==> config.mk <==
export PLATFORM = sky130hd
export DESIGN_NAME = rs232in_hex_flat
export DESIGN_NICKNAME = d
export VERILOG_FILES = /design/src/rtl/rs232in_hex_if.sv /design/src/rtl/rs232in_hex.sv /design/src/flat_wrapper.sv
export SDC_FILE = /design/constraint.sdc
export NUM_CORES = 1
export LEC_CHECK = 0
export ABC_CLOCK_PERIOD_IN_PS = 5400
export CELL_PAD_IN_SITES_DETAIL_PLACEMENT = 0
export CELL_PAD_IN_SITES_GLOBAL_PLACEMENT = 2
export CORE_ASPECT_RATIO = 1.5
export CORE_MARGIN = 2
export CORE_UTILIZATION = 37
export DETAILED_ROUTE_END_ITERATION = 6
export HOLD_SLACK_MARGIN = 0.05
export PLACE_DENSITY = 0.81
export SLEW_MARGIN = 10
export SYNTH_ARGS = -nofsm -noshare
export SYNTH_HDL_FRONTEND = slang
export SYNTH_SLANG_ARGS = --single-unit
==> constraint.sdc <==
create_clock -name clock -period 5.4 [get_ports clock]
set_input_delay 0.54 -clock clock [delete_from_list [all_inputs] [get_ports clock]]
set_output_delay 0.54 -clock clock [all_outputs]
set_load 0.01 [all_outputs]
==> src/rtl/rs232in_hex_if.sv <==
// Signal bundle between the RS-232 hex receiver and its consumer.
// master is the receiver side; slave is the consumer / line driver side.
interface rs232in_hex_if;
    logic        serial_in;
    logic [7:0]  rx_data;
    logic        rx_valid;
    logic [35:0] word_out;
    logic [3:0]  word_digits;
    logic        word_valid;
    logic        framing_error;
    logic        syntax_error;

    modport master (
        input  serial_in,
        output rx_data, rx_valid, word_out, word_digits, word_valid,
               framing_error, syntax_error
    );

    modport slave (
        output serial_in,
        input  rx_data, rx_valid, word_out, word_digits, word_valid,
               framing_error, syntax_error
    );
endinterface

==> src/rtl/rs232in_hex.sv <==
// 8N1 serial receiver plus ASCII hex line parser producing words of up to nine digits.
// Byte pulses one cycle after the stop-bit sample, words one cycle after that; no backpressure.
module rs232in_hex #(
    parameter int frequency = 50_000_000,
    parameter int bps       = 115_200
) (
    input  logic         clock,
    input  logic         reset,
    rs232in_hex_if.master bus
);

    localparam int D  = frequency / bps;
    localparam int H  = D / 2;
    localparam int CW = (D > 2) ? $clog2(D) : 1;
    localparam logic [CW-1:0] LOAD_FULL = CW'(D - 1);
    localparam logic [CW-1:0] LOAD_HALF = CW'(H - 1);

    typedef enum logic [2:0] {IDLE, START, DATA, STOP, WAITHIGH} rx_state_t;

    rx_state_t   state, next_state;
    logic        sync1, rxs;
    logic [CW-1:0] bit_cnt;
    logic [2:0]  bit_idx;
    logic [7:0]  shreg;
    logic        tick;
    logic        ld_half, ld_full, clr_idx, shift_en, byte_ok, frame_bad;

    logic [7:0]  rx_data_r;
    logic        rx_valid_r, framing_error_r;
    logic [35:0] acc, word_out_r;
    logic [3:0]  cnt, word_digits_r;
    logic        discard, word_valid_r, syntax_error_r;
    logic [4:0]  dig;

    always_ff @(posedge clock) begin
        if (reset) begin
            sync1 <= 1'b1;
            rxs   <= 1'b1;
        end else begin
            sync1 <= bus.serial_in;
            rxs   <= sync1;
        end
    end

    assign tick = (bit_cnt == '0);

    always_ff @(posedge clock) begin
        if (reset) state <= IDLE;
        else       state <= next_state;
    end

    always_comb begin
        next_state = state;
        case (state)
            IDLE:     if (!rxs) next_state = START;
            START:    if (tick) next_state = rxs ? IDLE : DATA;
            DATA:     if (tick && bit_idx == 3'd7) next_state = STOP;
            STOP:     if (tick) next_state = rxs ? IDLE : WAITHIGH;
            WAITHIGH: if (rxs) next_state = IDLE;
            default:  next_state = IDLE;
        endcase
    end

    always_comb begin
        ld_half   = 1'b0;
        ld_full   = 1'b0;
        clr_idx   = 1'b0;
        shift_en  = 1'b0;
        byte_ok   = 1'b0;
        frame_bad = 1'b0;
        case (state)
            IDLE:  ld_half = !rxs;
            START: if (tick && !rxs) begin
                       ld_full = 1'b1;
                       clr_idx = 1'b1;
                   end
            DATA:  if (tick) begin
                       shift_en = 1'b1;
                       ld_full  = 1'b1;
                   end
            STOP:  if (tick) begin
                       byte_ok   = rxs;
                       frame_bad = !rxs;
                   end
            default: ;
        endcase
    end

    // Counter idles at zero once a sample has been taken; only loads restart it.
    always_ff @(posedge clock) begin
        if (reset) begin
            bit_cnt         <= '0;
            bit_idx         <= '0;
            shreg           <= '0;
            rx_data_r       <= '0;
            rx_valid_r      <= 1'b0;
            framing_error_r <= 1'b0;
        end else begin
            rx_valid_r      <= byte_ok;
            framing_error_r <= frame_bad;
            if (ld_half)             bit_cnt <= LOAD_HALF;
            else if (ld_full)        bit_cnt <= LOAD_FULL;
            else if (bit_cnt != '0)  bit_cnt <= bit_cnt - 1'b1;
            if (clr_idx)       bit_idx <= '0;
            else if (shift_en) bit_idx <= bit_idx + 1'b1;
            if (shift_en)      shreg[bit_idx] <= rxs;
            if (byte_ok)       rx_data_r <= shreg;
        end
    end

    function automatic logic [4:0] hex_nibble(input logic [7:0] b);
        if (b >= 8'h30 && b <= 8'h39)
            return {1'b1, b[3:0]};
        else if ((b >= 8'h41 && b <= 8'h46) || (b >= 8'h61 && b <= 8'h66))
            return {1'b1, 4'(b[3:0] + 4'd9)};
        else
            return 5'd0;
    endfunction

    assign dig = hex_nibble(rx_data_r);

    // A framing error poisons the rest of the line exactly like a bad character.
    always_ff @(posedge clock) begin
        if (reset) begin
            acc            <= '0;
            cnt            <= '0;
            discard        <= 1'b0;
            word_out_r     <= '0;
            word_digits_r  <= '0;
            word_valid_r   <= 1'b0;
            syntax_error_r <= 1'b0;
        end else begin
            word_valid_r   <= 1'b0;
            syntax_error_r <= 1'b0;
            if (framing_error_r) begin
                discard <= 1'b1;
                acc     <= '0;
                cnt     <= '0;
            end else if (rx_valid_r) begin
                if (rx_data_r == 8'd13 || rx_data_r == 8'd10) begin
                    if (!discard && cnt != 4'd0) begin
                        word_out_r    <= acc;
                        word_digits_r <= cnt;
                        word_valid_r  <= 1'b1;
                    end
                    acc     <= '0;
                    cnt     <= '0;
                    discard <= 1'b0;
                end else if (dig[4]) begin
                    if (!discard) begin
                        acc <= {acc[31:0], dig[3:0]};
                        if (cnt != 4'd9) cnt <= cnt + 4'd1;
                    end
                end else begin
                    syntax_error_r <= !discard;
                    discard        <= 1'b1;
                    acc            <= '0;
                    cnt            <= '0;
                end
            end
        end
    end

    assign bus.rx_data       = rx_data_r;
    assign bus.rx_valid      = rx_valid_r;
    assign bus.framing_error = framing_error_r;
    assign bus.word_out      = word_out_r;
    assign bus.word_digits   = word_digits_r;
    assign bus.word_valid    = word_valid_r;
    assign bus.syntax_error  = syntax_error_r;

endmodule
==> src/flat_wrapper.sv <==
// flat-port wrapper written by rule: the top's interface ports become plain ports
module rs232in_hex_flat 
#(
    parameter int frequency = 50_000_000,
    parameter int bps       = 115_200
)
  (clock, reset, bus_serial_in, bus_rx_data, bus_rx_valid, bus_word_out, bus_word_digits, bus_word_valid, bus_framing_error, bus_syntax_error);
  rs232in_hex_if bus_i ();
  input  logic clock;
  input  logic reset;
  input wire logic [$bits(bus_i.serial_in)-1:0] bus_serial_in;
  output wire logic [$bits(bus_i.rx_data)-1:0] bus_rx_data;
  output wire logic [$bits(bus_i.rx_valid)-1:0] bus_rx_valid;
  output wire logic [$bits(bus_i.word_out)-1:0] bus_word_out;
  output wire logic [$bits(bus_i.word_digits)-1:0] bus_word_digits;
  output wire logic [$bits(bus_i.word_valid)-1:0] bus_word_valid;
  output wire logic [$bits(bus_i.framing_error)-1:0] bus_framing_error;
  output wire logic [$bits(bus_i.syntax_error)-1:0] bus_syntax_error;
  assign bus_i.serial_in = bus_serial_in;
  assign bus_rx_data = bus_i.rx_data;
  assign bus_rx_valid = bus_i.rx_valid;
  assign bus_word_out = bus_i.word_out;
  assign bus_word_digits = bus_i.word_digits;
  assign bus_word_valid = bus_i.word_valid;
  assign bus_framing_error = bus_i.framing_error;
  assign bus_syntax_error = bus_i.syntax_error;
  rs232in_hex #(.frequency(frequency), .bps(bps)) u_core (.clock(clock), .reset(reset), .bus(bus_i));
endmodule
---- Word-level counts from Yosys, hierarchy flattened ----
Index checks and enable logic that the tools add are counted.
word-level totals
  word-level logic and storage cells ...... 117
  bits in writable memories ............... 0
  memory bits (read-only) ................. 0
  input bits .............................. 3
  memories kept ........................... 0
  register bits after elaboration ......... 118
  bits in latches ......................... 0
operators by class
  $lt $le $gt $ge ......................... 8
  shift-type cells ........................ 0
  reduce and logical (&&, ||, !) cells .... 30
  multiplexer cells ....................... 36
  multipliers ............................. 0
  equal/unequal tests ..................... 16
  divide/modulo/power cells ............... 0
  bitwise gates (word level) .............. 5
  add/sub/neg operators ................... 4
operators by type and width
  kind                   count
  $mux W36               3
  $mux W3                6
  $mux W9                2
  $eq A8 B4 Y1 const B   2
  $ge A8 B7 Y1 const B   2
  $le A8 B7 Y1 const B   2
  $mux W4                4
  $pmux W3 S5            1
  $mux W1                13
  $mux W5                2
  $logic_not A9 Y1       1
  $reduce_bool A9 Y1     1
  $sub A9 B1 Y9 const B  1
  $bwmux W8              1
  $ge A8 B6 Y1 const B   1
  $le A8 B6 Y1 const B   1
  $mux W8                1
  $ne A2 B1 Y1 const B   4
  $logic_and A1 B1 Y1    7
  $eq A3 B2 Y1 const B   2
  $eq A3 B3 Y1 const B   2
  $ne A3 B3 Y1 const B   2
  $reduce_or A2 Y1       3
  $reduce_or A3 Y1       2
  25 further kinds       33

---- Depth between registers and ports, before layout ----
Gate-level depths: netlist of run 1.
  depth after elaboration ................. 9
  gate-level depth with buffers ........... 8
  depth with buffers taken out ............ 7

---- Least setup slack after synthesis of run 1 ----
OpenSTA, ideal clock, no wires.
  path kind ............................... reg2reg
  start ................................... reg u_core.rx_data_r[1], in the netlist u_core.bus.rx_data[1]
  end ..................................... reg u_core.acc[10]
  data arrival time ....................... 1949 ps
  cell stages (with the launch flop) ...... 9
  setup time .............................. 117 ps
  data required time ...................... 5283 ps
  clock period less this slack ............ 2066 ps
  slack ................................... 3334 ps
  cell sequence ........................... dfxtp_1 > inv_1 > ha_1 > nor3b_1 > a41oi_2 > a311oi_2 > nor2_2 > buf_6 > a22o_1
between the ends
  word-level cells in the longest chain between the ends .. 7
ends and longest elaborated chain
  item                                                     RTL line            text
  from (decl)                                              rs232in_hex.sv:28   logic [7:0] rx_data_r;
  from (signal assigned)                                   rs232in_hex.sv:107  if (byte_ok) rx_data_r <= shreg;
  $ge A8 B7 Y1 or $le A8 B7 Y1 (tied branches)             rs232in_hex.sv:114  else if ((b >= 8'h41 && b <= 8'h46) || (b >= 8'h61 && b <= 8'h66))
  $logic_and A1 B1 Y1                                      rs232in_hex.sv:114
  $logic_or A1 B1 Y1                                       rs232in_hex.sv:114
  $mux W5                                                  rs232in_hex.sv:114
  $mux W5                                                  rs232in_hex.sv:112  if (b >= 8'h30 && b <= 8'h39)
  $ne A3 B3 Y1 (no line) or $mux W36 (tied branches)       n/a
  $reduce_and A2 Y1 (no line) or $mux W36 (tied branches)  n/a
  to (signal assigned)                                     rs232in_hex.sv:151  acc <= {acc[31:0], dig[3:0]};
  to (decl)                                                rs232in_hex.sv:30   logic [35:0] acc, word_out_r;
Several ways; a longest one is shown, not always the timed one.
A chain may end at the register's enable or synchronous reset.

---- Worst setup path in the final report of run 1 ----
  start ................................... reg u_core.rx_data_r[0], in the netlist u_core.bus.rx_data[0]
  end ..................................... reg u_core.word_out_r[32], in the netlist u_core.bus.word_out[32]
between the ends
  word-level cells in the longest chain between the ends .. 3
ends and longest elaborated chain
  item                             RTL line            text
  $eq A8 B4 Y1                     rs232in_hex.sv:140  if (rx_data_r == 8'd13 || rx_data_r == 8'd10) begin
  $logic_or A1 B1 Y1 (*)           rs232in_hex.sv:140
  $reduce_and A4 Y1 (no line) (*)  n/a
  to (signal assigned)             rs232in_hex.sv:128  word_out_r <= '0;
  to (signal assigned)             rs232in_hex.sv:142  word_out_r <= acc;
  to (decl)                        rs232in_hex.sv:30
Mark *: on every way between the ends. The rest lies on a longest branch, timed or not.

==> metrics.cfg, run 1 <==
[synthesis]
synth.distinct_cells = 55
synth_flop_cell = dfxtp_1
synth_cells = 502
synth_edf_count = 0
synth_area_leaders = dfxtp_1 (50%), nand2_1 (7.6%), a22o_1 (6.5%)
synth_top_area_cell = dfxtp_1
seq_area_frac_synth_pct = 49.9
ys_warn_count = 0
ys_ff_latch = 118
synth_top_area_share_pct = 49.9
async_flop_share_pct = 0
syn-num-nets = 516
avgSynthCellArea_um2 = 9.44
synth_area_mm2 = 0.00474

[routing]
vias_per_cell = 5.20
routedWlPerCell_um = 15.4
drtAntennaViolNets = 0
wirelength_um = 11100
firstDrtPassIters = 4
wl_met2_um = 5560
wl_met3_um = 287
top_layer = met4
wl_met1_um = 5040
drtIter0Drc = 168
remaining_drc_errors = 0
vias = 3738

[clock_network]
path_clk_slew_ps = 60
cts_max_level = 4
cts-root-buf = clkbuf_16
clk_latency_ps = 410
numClockSinks = 118
cts_buffer_depth = 2
postCtsHoldBufs = 0
cts_tree = yes
numCtsBuffers = 17
cts_setup_buffers = 0
post_cts_resized = 0

[power_and_ir_drop]
power_switching_mw = 0.579
vdd_drop_max_mv = 0.203
power_density_mw_per_mm2 = 388
sequentialPowerShare_pct = 40.9
p_sw_share_pct = 25.3
comb_power_share_pct = 10.3
pwr-share-clk_pct = 48.8
p_leak_nw = 2.11
p_int_mw = 1.71
power_mw = 2.29

[setup_path]
r2r_start = u_core.bus.rx_data[0]
cp-end-kind = register
crit_path_start_kind = register
timing.rr.end = u_core.bus.word_out[32]
critPathArrivalTime_ps = 3000
cp_data_required_time_ps = 5730
crit_fanout = 22
r2r_setup_slack_ps = 2730
criticalPathCategory = reg2reg
reg2reg_depth = 7

[sta]
worst_clock_skew_ps = 10.5
worst_slack_ps = 2730
hold_violations = 0
fmax_ghz = 0.374
fin_setup_tns_ps = 0
setup_viol = 0
rsz0062_at_grt = no
slew-limit-headroom_pct = 30.5
drv_slew = 0
period_minus_slack_ps = 2670
tightest_slew_ps = 1040
holdWs_ps = 408
final.period_utilization_pct = 49.5

[floorplanning]
die_w_um = 96.4
core_area_mm2 = 0.0125
io_pins = 55
rows = 50
die_h_um = 143
start_util_pct = 37.9
die_area_mm2 = 0.0137

[outcome]
status = finished, final reports clean

[global_routing]
grt_pass1_vias = 3605
antenna_found_initial = 0
grt_start_max_net_pins = 76
grt_overflow = 0
grt_pass1_wl_um = 18500
grt_use_total_pct = 17.4

[placement]
pre_cts_ws_ps = 2690
io_buffers = 54
place_congestion = 0.812
dp_hpwl_um = 7480

[cells_and_area]
nFillCells = 1238
area_growth_pct = 24.5
drive_gt1_share_pct = 10.1
antennaDiodeCount = 0
final_nets = 564
postLayoutCoreUtil_pct = 47.1

[hold_path]
hold_depth = 1
min_to = u_core.rxs
hp-start = u_core.sync1
hold_class = reg2reg

[flow_run]
maxCapViolCount = 0

==> area by class of cell <==
| class | instances | area (µm²) | share of cell area, % |
|---|---|---|---|
| clock inverter | 11 | 123 | 2.08 |
| sequential | 118 | 2360 | 40.1 |
| timing repair buffer | 59 | 573 | 9.72 |
| clock buffer | 21 | 470 | 7.98 |
| inverter | 9 | 33.8 | 0.573 |
| tap | 156 | 195 | 3.31 |
| multi-input combinational | 345 | 2140 | 36.3 |
==> worst max-delay path, stage by stage (launching register included) <==
cell and delay [ps]:
dfxtp_1 460, ha_1 260, mux2_2 180, nand3_2 130
a2111oi_4 930, buf_4 410, nand2_1 80, a21oi_1 130
==> worst max path at each step <==
stage,from,depth (start not counted),slack [ps],to
2_1_floorplan,u_core.bus.rx_data[1],8,3330,u_core.acc[10]
3_3_place_gp,u_core.bus.rx_data[0],7,2770,u_core.bus.word_out[34]
3_5_place_dp,u_core.bus.rx_data[0],7,2690,u_core.bus.word_out[32]
4_1_cts,u_core.bus.rx_data[0],7,2670,u_core.bus.word_out[32]
5_1_grt,u_core.bus.rx_data[0],7,2440,u_core.bus.word_digits[3]
6_report,u_core.bus.rx_data[0],7,2730,u_core.bus.word_out[32]
==> Yosys cell counts, drive strengths merged, types with 4 or more instances <==
cell,count
a22o,35
ha,11
nor3b,4
dfxtp,118
buf,15
nor4,6
or2,4
inv,9
nand2b,5
nand2,96
nand3,4
clkbuf,15
a211oi,4
o21ai,9
mux2i,17
nor2,37
nor3,17
a21oi,48
==> power by group through the flow <==
| stage | clock, mW | combinational (mW) | sequential, mW |
|---|---|---|---|
| floorplan | 0 | 0.202 | 0.943 |
| global placement | 0 | 0.233 | 0.953 |
| detailed placement | 0 | 0.235 | 0.953 |
| CTS | 1.14 | 0.237 | 0.935 |
| global route | 1.18 | 0.276 | 0.941 |
| finish | 1.12 | 0.237 | 0.936 |
==> cells by family (layout without fill, tap and decap cells) <==
| kind of cell | after synthesis | count (layout) | share of synthesized area (%) |
|---|---|---|---|
| fa+ha+maj | 11 | 11 | 2.91 |
| xor+xnor | 3 | 3 | 0.555 |
| mux | 19 | 19 | 4.07 |
| compound gates | 121 | 121 | 18.2 |
| buf+inv | 39 | 100 | 4.99 |
| simple gates | 191 | 191 | 19.4 |
| flops | 118 | 118 | 49.9 |
==> stage by stage <==
step | instance area, µm² | instances
floorplan | 4740 | 502
global placement | 5300 | 687
detailed placement | 5300 | 687
CTS | 5900 | 719
global route | 5900 | 719
finish | 5900 | 719
==> state kept, by name (all words and copies together) (netlist names) <==
name                      count
u_core.bit_cnt                9
u_core.acc                   36
u_core.sync1                  1
u_core.cnt                    4
u_core.bus.syntax_error       1
u_core.bus.framing_error      1
u_core.discard                1
u_core.shreg                  8
u_core.rxs                    1
u_core.bus.word_out          36
u_core.bus.word_digits        4
u_core.bus.rx_valid           1
u_core.bus.word_valid         1
u_core.bus.rx_data            8
u_core.state                  3
u_core.bit_idx                3
==> cells in the final DEF (no fill, tap or decap), types with 4 or more instances in the layout <==
cell	n
ha_1	11
clkdlybuf4s50_1	53
a21oi_1	47
nor3_1	17
nor4_1	4
nand2b_1	5
nand2_1	96
mux2i_1	17
clkinvlp_4	4
buf_4	5
a211oi_1	4
a22o_1	35
o21ai_0	9
inv_1	9
clkbuf_16	17
nor2_1	36
dfxtp_1	118
==> routing by layer <==
metal  track usage (%)  vias up
met4              6.52        0
met2              28.4       55
met1              21.7     1801
met3              4.56       13
met5                 0        -
li1                  -     1869
(Power assumes the default switching activity.)
==> inputs of run 2 (changes only) <==
--- a/config.mk
+++ b/config.mk
@@ -5,15 +5,15 @@
 export SDC_FILE = /design/constraint.sdc
 export NUM_CORES = 1
 export LEC_CHECK = 0
-export ABC_CLOCK_PERIOD_IN_PS = 5400
+export ABC_CLOCK_PERIOD_IN_PS = 2700
 export CELL_PAD_IN_SITES_DETAIL_PLACEMENT = 0
 export CELL_PAD_IN_SITES_GLOBAL_PLACEMENT = 2
 export CORE_ASPECT_RATIO = 1.5
 export CORE_MARGIN = 2
-export CORE_UTILIZATION = 37
+export CORE_UTILIZATION = 35
 export DETAILED_ROUTE_END_ITERATION = 6
 export HOLD_SLACK_MARGIN = 0.05
-export PLACE_DENSITY = 0.81
+export PLACE_DENSITY = 0.77
 export SLEW_MARGIN = 10
 export SYNTH_ARGS = -nofsm -noshare
 export SYNTH_HDL_FRONTEND = slang
==> constraint.sdc (replaced) <==
create_clock -name clock -period 2.7 [get_ports clock]
set_input_delay 0.27 -clock clock [delete_from_list [all_inputs] [get_ports clock]]
set_output_delay 0.27 -clock clock [all_outputs]
set_load 0.01 [all_outputs]
==> run 2 against run 1 <==
Compared with the run above:
- clock power up 95%
- setup slack lost 2300 ps
- first-iteration DRC count is 43% lower
- sequential power increased by 100%
- power increased by 99%
- wire length decreased by 4.5%
- critical endpoint is now u_core.acc[21]
- combinational power rose by 110%
- global-route usage is 1.8 points lower
- worst hold slack worse by 34 ps
==> metrics.cfg, run 2 (synthesis gave the netlist of run 1 again) <==
[floorplanning]
die_h_um = 146
rows = 52
core_area_mm2 = 0.0133
io_pins = 55
die_area_mm2 = 0.0145
start_util_pct = 35.5
die_w_um = 99.0

[placement]
place_congestion = 0.790
io_buffers = 54
dp_cells = 697
dp_hpwl_um = 7230

[routing]
wirelength_um = 10600
firstDrtPassIters = 5
drtIter0Drc = 96
drtAntennaViolNets = 0
vias = 3731
vias_per_cell = 5.12
remaining_drc_errors = 0
routedWlPerCell_um = 14.5

[global_routing]
antenna_found_initial = 0
grt_pass1_vias = 3693
grt_overflow = 0
grt_start_max_net_pins = 45
grt_use_total_pct = 15.6
grt_pass1_wl_um = 18200

[cells_and_area]
area_growth_pct = 25.0
final_nets = 568
drive_gt1_share_pct = 10.8
nFillCells = 1328
final_common_cell = dfxtp_1
final_cell_mix = dfxtp_1 (118), nand2_1 (96), clkdlybuf4s50_1 (53)
postLayoutCoreUtil_pct = 44.4
antennaDiodeCount = 0
fin_cells = 729

[power_and_ir_drop]
power_density_mw_per_mm2 = 768
power_mw = 4.55
p_leak_nw = 2.13
vdd_drop_max_mv = 0.473

[clock_network]
numClockSinks = 118
postCtsHoldBufs = 0
numCtsBuffers = 17
cts-root-buf = clkbuf_16
cts_max_level = 4
post_cts_resized = 0
cts_buffer_depth = 2
clk_latency_ps = 400
cts_tree = yes
path_clk_slew_ps = 60
cts_setup_buffers = 0

[sta]
fin_setup_tns_ps = 0
drv_slew = 0
rsz0062_at_grt = no
hold_violations = 0
final.period_utilization_pct = 84.2
slew-limit-headroom_pct = 66.9
setup_viol = 0
worst_clock_skew_ps = 9.38
fmax_ghz = 0.440
holdWs_ps = 374
period_minus_slack_ps = 2270
tightest_slew_ps = 495

[setup_path]
cp-end-kind = register
critPathArrivalTime_ps = 2560
crit_fanout = 35
crit_path_start_kind = register
slowest_delay_ps = 490
criticalPathCategory = reg2reg
worst_path_max_delay_cell = dfxtp_1
worstPathCellList = inv_1 > ha_1 > nor3b_1 > a41oi_2 > a311oi_2 > nor2_2 > buf_4 > a22o_1
cp_data_required_time_ps = 2990

[hold_path]
hold_class = in2reg

[flow_run]
maxCapViolCount = 0

[outcome]
status = finished, final reports clean

==> run 2: cell count changes in the layout (fill, tap and decap cells not counted) <==
cell | previous run | this run
clkbuf_8 | 3 | 0
buf_4 | 5 | 9
clkinv_4 | 0 | 5
clkinvlp_4 | 4 | 2
==> run 2: metrics by stage <==
step / instance area [µm²] / setup slack, ps
2_1_floorplan: 4740 / 634
3_3_place_gp: 5340 / 578
3_5_place_dp: 5340 / 458
4_1_cts: 5920 / 438
5_1_grt: 5920 / 271
6_report: 5920 / 426
==> run 2: where the power goes <==
group / internal, mW / total (mW) / switching, mW
logic: 0.204 / 0.496 / 0.291
registers: 1.80 / 1.87 / 0.0635
clock network: 1.36 / 2.18 / 0.821
==> run 2: area by class of cell <==
cell class	count	area (µm²)	share of cell area, %
inverters	9	33.8	0.571
clock buffers	18	429	7.25
multi-input cells	345	2140	36.1
clock inverters	14	151	2.56
flip-flops and latches	118	2360	39.9
repair buffers	63	603	10.2
well taps	162	203	3.42
==> run 2: worst paths after layout <==
check	from	to	cells past startpoint	slack (ps)
worst min-delay path	reset	u_core.cnt[0]	3	370
worst max register to register	u_core.bus.rx_data[1]	u_core.acc[21]	8	430
worst max-delay path	u_core.bus.rx_data[1]	u_core.acc[21]	8	430
worst min register to register	u_core.sync1	u_core.rxs	1	410
==> run 2: per-layer routing <==
| layer | up-vias | GRT usage, % | wire length, µm |
|---|---|---|---|
| met4 | 0 | 6.10 | 150 |
| met1 | 1753 | 18.1 | 4600 |
| met3 | 11 | 4.50 | 418 |
| met2 | 80 | 26.7 | 5390 |
| li1 | 1887 | - | - |
| met5 | - | 0 | 0 |
==> run 2: critical path, delay by kind of cell (launching register included) <==
| kind | cells | cell delay (ps) |
|---|---|---|
| adders and majority gates | 1 | 240 |
| AOI/OAI and AO/OA | 3 | 760 |
| DFF | 1 | 490 |
| and+or+nand+nor | 2 | 310 |
| buffers and inverters | 2 | 350 |
